File: config.mk
export PLATFORM = sky130hd
export DESIGN_NAME = gpio_irq
export DESIGN_NICKNAME = d
export VERILOG_FILES = /design/src/rtl/gpio_irq.sv
export SDC_FILE = /design/constraint.sdc
export NUM_CORES = 1
export LEC_CHECK = 0
export ABC_AREA = 1
export CAP_MARGIN = 0
export CORE_ASPECT_RATIO = 1.2
export CORE_UTILIZATION = 45
export CTS_CLUSTER_SIZE = 28
export DETAILED_ROUTE_END_ITERATION = 8
export GPL_ROUTABILITY_DRIVEN = 0
export PLACE_DENSITY = 0.84
export REMOVE_ABC_BUFFERS = 1
export SLEW_MARGIN = 20
export SYNTH_ARGS = -nofsm -noshare
export SYNTH_HDL_FRONTEND = slang
export SYNTH_SLANG_ARGS = --single-unit
File: constraint.sdc
create_clock -name clk -period 1.7 [get_ports clk]
set_input_delay 0.34 -clock clk [delete_from_list [all_inputs] [get_ports clk]]
set_output_delay 0.34 -clock clk [all_outputs]
set_load 0.05 [all_outputs]
File: src/rtl/gpio_irq.sv
// gpio_irq: memory-mapped GPIO peripheral for the MMIO slot bus.
// Drives NUM_OUTPUT output pins. Samples NUM_INPUT asynchronous input pins
// through a 2-flop synchroniser and a filter stage. Per-pin edge detection
// sets sticky interrupt status bits, and a registered level irq is raised
// from the enabled status bits.
// Optional feature macro: GPIO_DEBOUNCE_EN. When it is defined, each input
// is debounced over DEBOUNCE_CYCLES stable cycles. When it is undefined,
// the filter stage is a single register.
module gpio_irq #(
    parameter int NUM_INPUT       = 9,
    parameter int NUM_OUTPUT      = 4,
    parameter int DEBOUNCE_CYCLES = 16
) (
    input  logic                  clk,
    input  logic                  arst_n,
    input  logic                  chip_select,
    input  logic                  read,
    input  logic                  write,
    input  logic                  transaction_completed,
    input  logic [7:0]            addr,
    input  logic [31:0]           wr_data,
    output logic [31:0]           rd_data,
    output logic                  wr_done,
    output logic                  rd_done,
    output logic                  idle,
    output logic                  slave_error,
    output logic                  decode_error,
    input  logic [NUM_INPUT-1:0]  in_ports,
    output logic [NUM_OUTPUT-1:0] out_ports,
    output logic                  irq
);

    typedef enum logic [1:0] {
        ST_IDLE   = 2'd0,
        ST_ACTIVE = 2'd1,
        ST_DONE   = 2'd2
    } state_t;

    localparam logic [7:0] A_OUT  = 8'h00;
    localparam logic [7:0] A_SET  = 8'h04;
    localparam logic [7:0] A_CLR  = 8'h08;
    localparam logic [7:0] A_IN   = 8'h0C;
    localparam logic [7:0] A_EN   = 8'h10;
    localparam logic [7:0] A_EDGE = 8'h14;
    localparam logic [7:0] A_STAT = 8'h18;

    state_t                  state_q, state_d;
    logic [NUM_OUTPUT-1:0]   out_q, out_d;
    logic [NUM_INPUT-1:0]    sync1_q, sync1_d;
    logic [NUM_INPUT-1:0]    sync2_q, sync2_d;
    logic [NUM_INPUT-1:0]    filt_q, filt_d;
    logic [NUM_INPUT-1:0]    irq_en_q, irq_en_d;
    logic [NUM_INPUT-1:0]    irq_edge_q, irq_edge_d;
    logic [NUM_INPUT-1:0]    status_q, status_d;
    logic [31:0]             rd_data_q, rd_data_d;
    logic                    wr_done_q, wr_done_d;
    logic                    rd_done_q, rd_done_d;
    logic                    slave_error_q, slave_error_d;
    logic                    decode_error_q, decode_error_d;
    logic                    irq_q, irq_d;

    logic                    addr_valid, addr_ro, addr_wo;
    logic                    acc_dec_err, acc_slv_err, acc_ok;
    logic [NUM_INPUT-1:0]    w1c_mask, set_ev;
    logic [31:0]             rd_val;
    logic                    unused_wr_data;

    // Upper write-data bits beyond the register widths are ignored.
    assign unused_wr_data = ^wr_data;

    // Decode the address and classify the access as legal, wrong-direction or unmapped.
    always_comb begin
        addr_valid = 1'b1;
        addr_ro    = 1'b0;
        addr_wo    = 1'b0;
        case (addr)
            A_OUT, A_EN, A_EDGE, A_STAT: begin end
            A_SET, A_CLR:                addr_wo = 1'b1;
            A_IN:                        addr_ro = 1'b1;
            default:                     addr_valid = 1'b0;
        endcase
        acc_dec_err = ~addr_valid;
        acc_slv_err = addr_valid & (write ? addr_ro : addr_wo);
        acc_ok      = addr_valid & ~acc_slv_err;
    end

    // Read mux; registers narrower than 32 bits are zero-extended.
    always_comb begin
        rd_val = '0;
        case (addr)
            A_OUT:   rd_val = 32'(out_q);
            A_IN:    rd_val = 32'(filt_q);
            A_EN:    rd_val = 32'(irq_en_q);
            A_EDGE:  rd_val = 32'(irq_edge_q);
            A_STAT:  rd_val = 32'(status_q);
            default: rd_val = '0;
        endcase
    end

    // Two-flop synchroniser for the asynchronous pins.
    always_comb begin
        sync1_d = in_ports;
        sync2_d = sync1_q;
    end

`ifdef GPIO_DEBOUNCE_EN
    localparam int              CNT_W    = $clog2(DEBOUNCE_CYCLES);
    localparam logic [CNT_W-1:0] CNT_LAST = CNT_W'(DEBOUNCE_CYCLES - 1);

    logic [CNT_W-1:0] cnt_q [NUM_INPUT];
    logic [CNT_W-1:0] cnt_d [NUM_INPUT];

    // Accept a new pin level only after it has differed from filt for DEBOUNCE_CYCLES edges.
    always_comb begin
        filt_d = filt_q;
        for (int i = 0; i < NUM_INPUT; i++) begin
            cnt_d[i] = '0;
            if (sync2_q[i] != filt_q[i]) begin
                if (cnt_q[i] == CNT_LAST) begin
                    filt_d[i] = sync2_q[i];
                end else begin
                    cnt_d[i] = cnt_q[i] + CNT_W'(1);
                end
            end
        end
    end

    // Debounce counter registers.
    always_ff @(posedge clk or negedge arst_n) begin
        if (!arst_n) begin
            for (int i = 0; i < NUM_INPUT; i++) begin
                cnt_q[i] <= '0;
            end
        end else begin
            cnt_q <= cnt_d;
        end
    end
`else
    localparam int unused_debounce_cycles = DEBOUNCE_CYCLES;

    // Without debouncing the filter stage is a plain register of the synchroniser.
    always_comb begin
        filt_d = sync2_q;
    end
`endif

    // Slot FSM plus register-file updates, read data, done pulses and error flags.
    always_comb begin
        state_d        = state_q;
        out_d          = out_q;
        irq_en_d       = irq_en_q;
        irq_edge_d     = irq_edge_q;
        w1c_mask       = '0;
        rd_data_d      = rd_data_q;
        wr_done_d      = 1'b0;
        rd_done_d      = 1'b0;
        slave_error_d  = slave_error_q;
        decode_error_d = decode_error_q;
        case (state_q)
            ST_IDLE: begin
                if (chip_select && (read || write)) begin
                    state_d = ST_ACTIVE;
                end
            end
            ST_ACTIVE: begin
                state_d        = ST_DONE;
                wr_done_d      = write;
                rd_done_d      = ~write;
                slave_error_d  = acc_slv_err;
                decode_error_d = acc_dec_err;
                if (write) begin
                    if (acc_ok) begin
                        case (addr)
                            A_OUT:   out_d      = wr_data[NUM_OUTPUT-1:0];
                            A_SET:   out_d      = out_q | wr_data[NUM_OUTPUT-1:0];
                            A_CLR:   out_d      = out_q & ~wr_data[NUM_OUTPUT-1:0];
                            A_EN:    irq_en_d   = wr_data[NUM_INPUT-1:0];
                            A_EDGE:  irq_edge_d = wr_data[NUM_INPUT-1:0];
                            A_STAT:  w1c_mask   = wr_data[NUM_INPUT-1:0];
                            default: begin end
                        endcase
                    end
                end else begin
                    rd_data_d = acc_ok ? rd_val : '0;
                end
            end
            ST_DONE: begin
                if (transaction_completed) begin
                    state_d        = ST_IDLE;
                    slave_error_d  = 1'b0;
                    decode_error_d = 1'b0;
                end
            end
            default: state_d = ST_IDLE;
        endcase
    end

    // Edge detection on filt; a new event wins over a simultaneous W1C.
    always_comb begin
        set_ev   = (filt_d ^ filt_q) & (filt_d ^ irq_edge_q);
        status_d = (status_q & ~w1c_mask) | set_ev;
        irq_d    = |(status_q & irq_en_q);
    end

    // State and register storage, all cleared by the asynchronous reset.
    always_ff @(posedge clk or negedge arst_n) begin
        if (!arst_n) begin
            state_q        <= ST_IDLE;
            out_q          <= '0;
            sync1_q        <= '0;
            sync2_q        <= '0;
            filt_q         <= '0;
            irq_en_q       <= '0;
            irq_edge_q     <= '0;
            status_q       <= '0;
            rd_data_q      <= '0;
            wr_done_q      <= 1'b0;
            rd_done_q      <= 1'b0;
            slave_error_q  <= 1'b0;
            decode_error_q <= 1'b0;
            irq_q          <= 1'b0;
        end else begin
            state_q        <= state_d;
            out_q          <= out_d;
            sync1_q        <= sync1_d;
            sync2_q        <= sync2_d;
            filt_q         <= filt_d;
            irq_en_q       <= irq_en_d;
            irq_edge_q     <= irq_edge_d;
            status_q       <= status_d;
            rd_data_q      <= rd_data_d;
            wr_done_q      <= wr_done_d;
            rd_done_q      <= rd_done_d;
            slave_error_q  <= slave_error_d;
            decode_error_q <= decode_error_d;
            irq_q          <= irq_d;
        end
    end

    assign rd_data      = rd_data_q;
    assign wr_done      = wr_done_q;
    assign rd_done      = rd_done_q;
    assign slave_error  = slave_error_q;
    assign decode_error = decode_error_q;
    assign idle         = (state_q == ST_IDLE);
    assign out_ports    = out_q;
    assign irq          = irq_q;

endmodule

==> metrics.md <==
| Metric | Value |
|---|---|
| Share of post-route cells with drive strength above 1 | 0.225 |
| H-tree depth | 3 |
| Syn Inst Count | between 300 and 400 |
| Vias/cell | approximately 5.3 |
| Num ports | between 90 and 100 |
| Sw Pwr | 1.18 mW |
| Peak fanout along the critical path | 7 |
| Initial Utilization | 0.464 |
| Adder-Cell Fraction of Synth Area | 0 |
| Combinational fraction of design power | 0.186 |
| Synth-to-Final Area Change | 28.0% |
| Req. time, crit path | around 1.9 ns |
| R2r startpoint | state_q[1] |
| Final setup fails | 0 |
| DR WL/cell | ~15 um |
| Mapped Avg Cell Area | 8.99 um^2 |
| WL met1 | approximately 3.4 mm |
| Ys async rst share | 1.00 |
| Post-synthesis simple-gate area fraction | 0.329 |
| Max VDD drop | approximately 0.62 mV |
| Post-synthesis sequential area ratio | 0.517 |
| Filler instances | 643 |
| DR top layer | met4 |
| Ys Warns | 0 |
| CTS buffer count | 9 |
| Hold_ws | roughly 0.35 ns |
| Synth cell types | 32 |
| Cell Pwr Density | 822 nW/um^2 |
| Grt ovf | 0 |
| Final hold violation count | 0 |
| Internal | 2.59 mW |
| Hold Path Class | register to register |
| RR Endpoint | rd_data[2] |
| Setup crit end | irq_edge_q[3] |
| EDFF count, synth | 0 |
| Register clock-pin slew on the reported worst setup and hold paths | 0.07 ns |
| Final wirelength | roughly 8.6 mm |
| Row count | 35 |
| Vias in the first global route | 2974 |
| Dominant cells by area after synthesis | dfrtp_1 52%, nand2_1 13%, buf_4 5.2%, nand4_1 4.5%, nand3_1 4.5% |
| Synthesized flop and latch total | 74 |
| Via count | about 3100 |
| Worst reg-to-reg path cell count | 6 |
| Post-Synth XOR/XNOR Area | 0 |
| Largest family of logic cells by synthesized area | simple AND/OR/NAND/NOR gates |
| Worst skew pair latency | 0.35 ns |
| Reg2Reg Setup Slack | between 0.2 and 0.3 ns |
| Final min period | 1.61 ns |
| RSZ-0062 raised after global routing | no |
| Drt pass-1 iters | 5 |
| CTS tree | built |
| Synth Area in Compound Gates | 0.0545 |
| Core footprint | 7710 um^2 |
| Ant diodes | 0 |
| Worst hold stages | 0 |
| Root buffer cell | clkbuf_8 |
| Inst Count DP | ~560 |
| Commonest cells in the netlist | 125 x nand2_1, 74 x dfrtp_1, 32 x nand3_1 |
| Max cap viols | 0 |
| Critical path class | primary input to register |
| CP Launch Type | primary input |
| Top-area cell type share of the netlist area | 0.517 |
| Crit. Startpoint | addr[7] |
| Peak Freq | approximately 620 MHz |
| # DRC | 0 |
| CTS Sinks | between 70 and 80 |
| Clk buf depth | 2 |
| Top FF cell, synth | dfrtp_1 |
| Synth area leader | dfrtp_1 |
| Sw Share | 0.313 |
| Die span in x | 83.4 um |
| Proportion of synthesized area in mux cells | 0 |
| Routed length on met3 | around 550 um |
| Post-Layout Cell Count | between 500 and 600 |
| Crit path DAT | about 1.9 ns |
| Initial antenna violation count | 0 |
| Leading cell type by number of instances after synthesis | nand2_1 |
| Detailed-routed wire length on met2 | approximately 4.4 mm |
| Leak Pwr | between 2 and 2.5 nW |
| Port bufs | 50 |
| Clk pwr share | 0.316 |
| Largest net degree at the start of global routing | 31 |
| Die ar. | ~8300 um^2 |
| Post-layout net count | around 540 |
| Worst setup EP type | register |
| Slew Limit Fails | 0 |
| Flop pwr share | 0.499 |
| DP Wirelength | slightly below 6 mm |
| Status | finished clean |
| Post-route ant nets | 0 |
| Fin crit share | 0.948 |
| Area of the mapped netlist | ~3600 um^2 |
| Die Y | ~100 um |
| First-pass GRT wire length | about 13 mm |
| Clock skew | about 0.011 ns |
| GRT Overall Usage | 0.207 |
| Initial DRC Count | roughly 330 |
[cell usage in the layout (no fill, tap or decap), types with 4 or more instances in the layout]
| cell type | synthesis | routed |
|---|---|---|
| inv_1 | 20 | 20 |
| nor2_4 | 4 | 6 |
| a21oi_1 | 4 | 4 |
| buf_12 | 0 | 5 |
| nand3_1 | 32 | 32 |
| o211ai_1 | 5 | 5 |
| nand2_1 | 125 | 125 |
| nand4_1 | 26 | 26 |
| dfrtp_1 | 74 | 74 |
| inv_2 | 4 | 4 |
| nand2_2 | 5 | 5 |
| nor2_2 | 8 | 6 |
| dlymetal6s2s_1 | 0 | 6 |
| o21ai_1 | 4 | 6 |
| clkbuf_8 | 0 | 9 |
| o21ai_0 | 14 | 12 |
| clkdlybuf4s50_1 | 0 | 24 |
| nor2_1 | 17 | 17 |
| buf_4 | 25 | 49 |
| conb_1 | 1 | 23 |
[power groups by stage]
stage | combinational, mW | clock, mW | sequential [mW]
final | 0.699 | 1.19 | 1.88
after global routing | 0.742 | 1.29 | 1.89
after CTS | 0.689 | 1.21 | 1.88
after detailed placement | 0.684 | 0 | 1.91
after global placement | 0.675 | 0 | 1.91
after floorplan | 0.285 | 0 | 2.01
[worst min path at each step]
| stage | startpoint | end | slack (ns) |
|---|---|---|---|
| 4_1_cts | sync1_q[6] | filt_d[6] | 0.35 |
| 3_5_place_dp | arst_n | filt_d[5] | 0.28 |
| 6_report | sync1_q[1] | filt_d[1] | 0.35 |
| 5_1_grt | sync1_q[1] | filt_d[1] | 0.36 |
| 3_3_place_gp | arst_n | filt_d[5] | 0.28 |
| 2_1_floorplan | arst_n | decode_error | 0.04 |
[registers in the layout, summed over array words and instances, names as in the netlist]
signal and count:
rd_data 9, status_q 9, state_q 2, rd_done 1, irq 1, decode_error 1
irq_edge_q 9, wr_done 1, irq_en_q 9, out_ports 4, sync1_q 9, slave_error 1
filt_q 9, filt_d 9
[logic make-up after synthesis]
group	Yosys count
AOI/OAI and AO/OA	32
other	1
and+or+nand+nor	233
buffers and inverters	58
DFF	74
[worst max-delay path, stage by stage]
cell	delay, ns
clkdlybuf4s50_1	0.49
nor2_2	0.05
buf_4	0.12
nand2_2	0.14
nor2_8	0.05
nor2_4	0.11
nand3_4	0.17
buf_4	0.23
nand4_1	0.08
nand2_1	0.07
[metrics by stage]
stage               instance area [um^2]   util  setup TNS, ns  power [mW]  worst slack [ns]
floorplan                           3410      -              0        2.29             0.119
CTS                                 4460  0.579              0        3.78            0.0135
global route                        4580  0.594              0        3.92            0.0157
finish                              4580  0.594              0        3.77            0.0879
global placement                    4280  0.555          -8.82        2.58            -0.256
detailed placement                  4280  0.555         -11.31        2.60            -0.323
[repair_timing]
action                                  CTS  global route
resized for setup                         0            15
hold buffers                              1             0
endpoints found under the setup margin    0            21
buffers inserted                          0             3
endpoints found under the hold margin    14             0
[layout make-up]
| type | count | area [um^2] | share of cell area |
|---|---|---|---|
| clock inverter | 6 | 42.5 | 0.00928 |
| multi-input combinational | 289 | 1500 | 0.326 |
| sequential | 74 | 1850 | 0.404 |
| tap | 92 | 115 | 0.0251 |
| timing repair buffer | 89 | 850 | 0.185 |
| inverter | 26 | 100 | 0.0218 |
| clock buffer | 10 | 128 | 0.0279 |
[routing by layer]
layer  global-route usage  vias to the layer above
li1                     -                     1448
met1                0.242                     1452
met2                0.355                      170
met3               0.0415                       37
met4                0.123                        0
met5                    0                        -
Power figures use the tool's default switching activity.
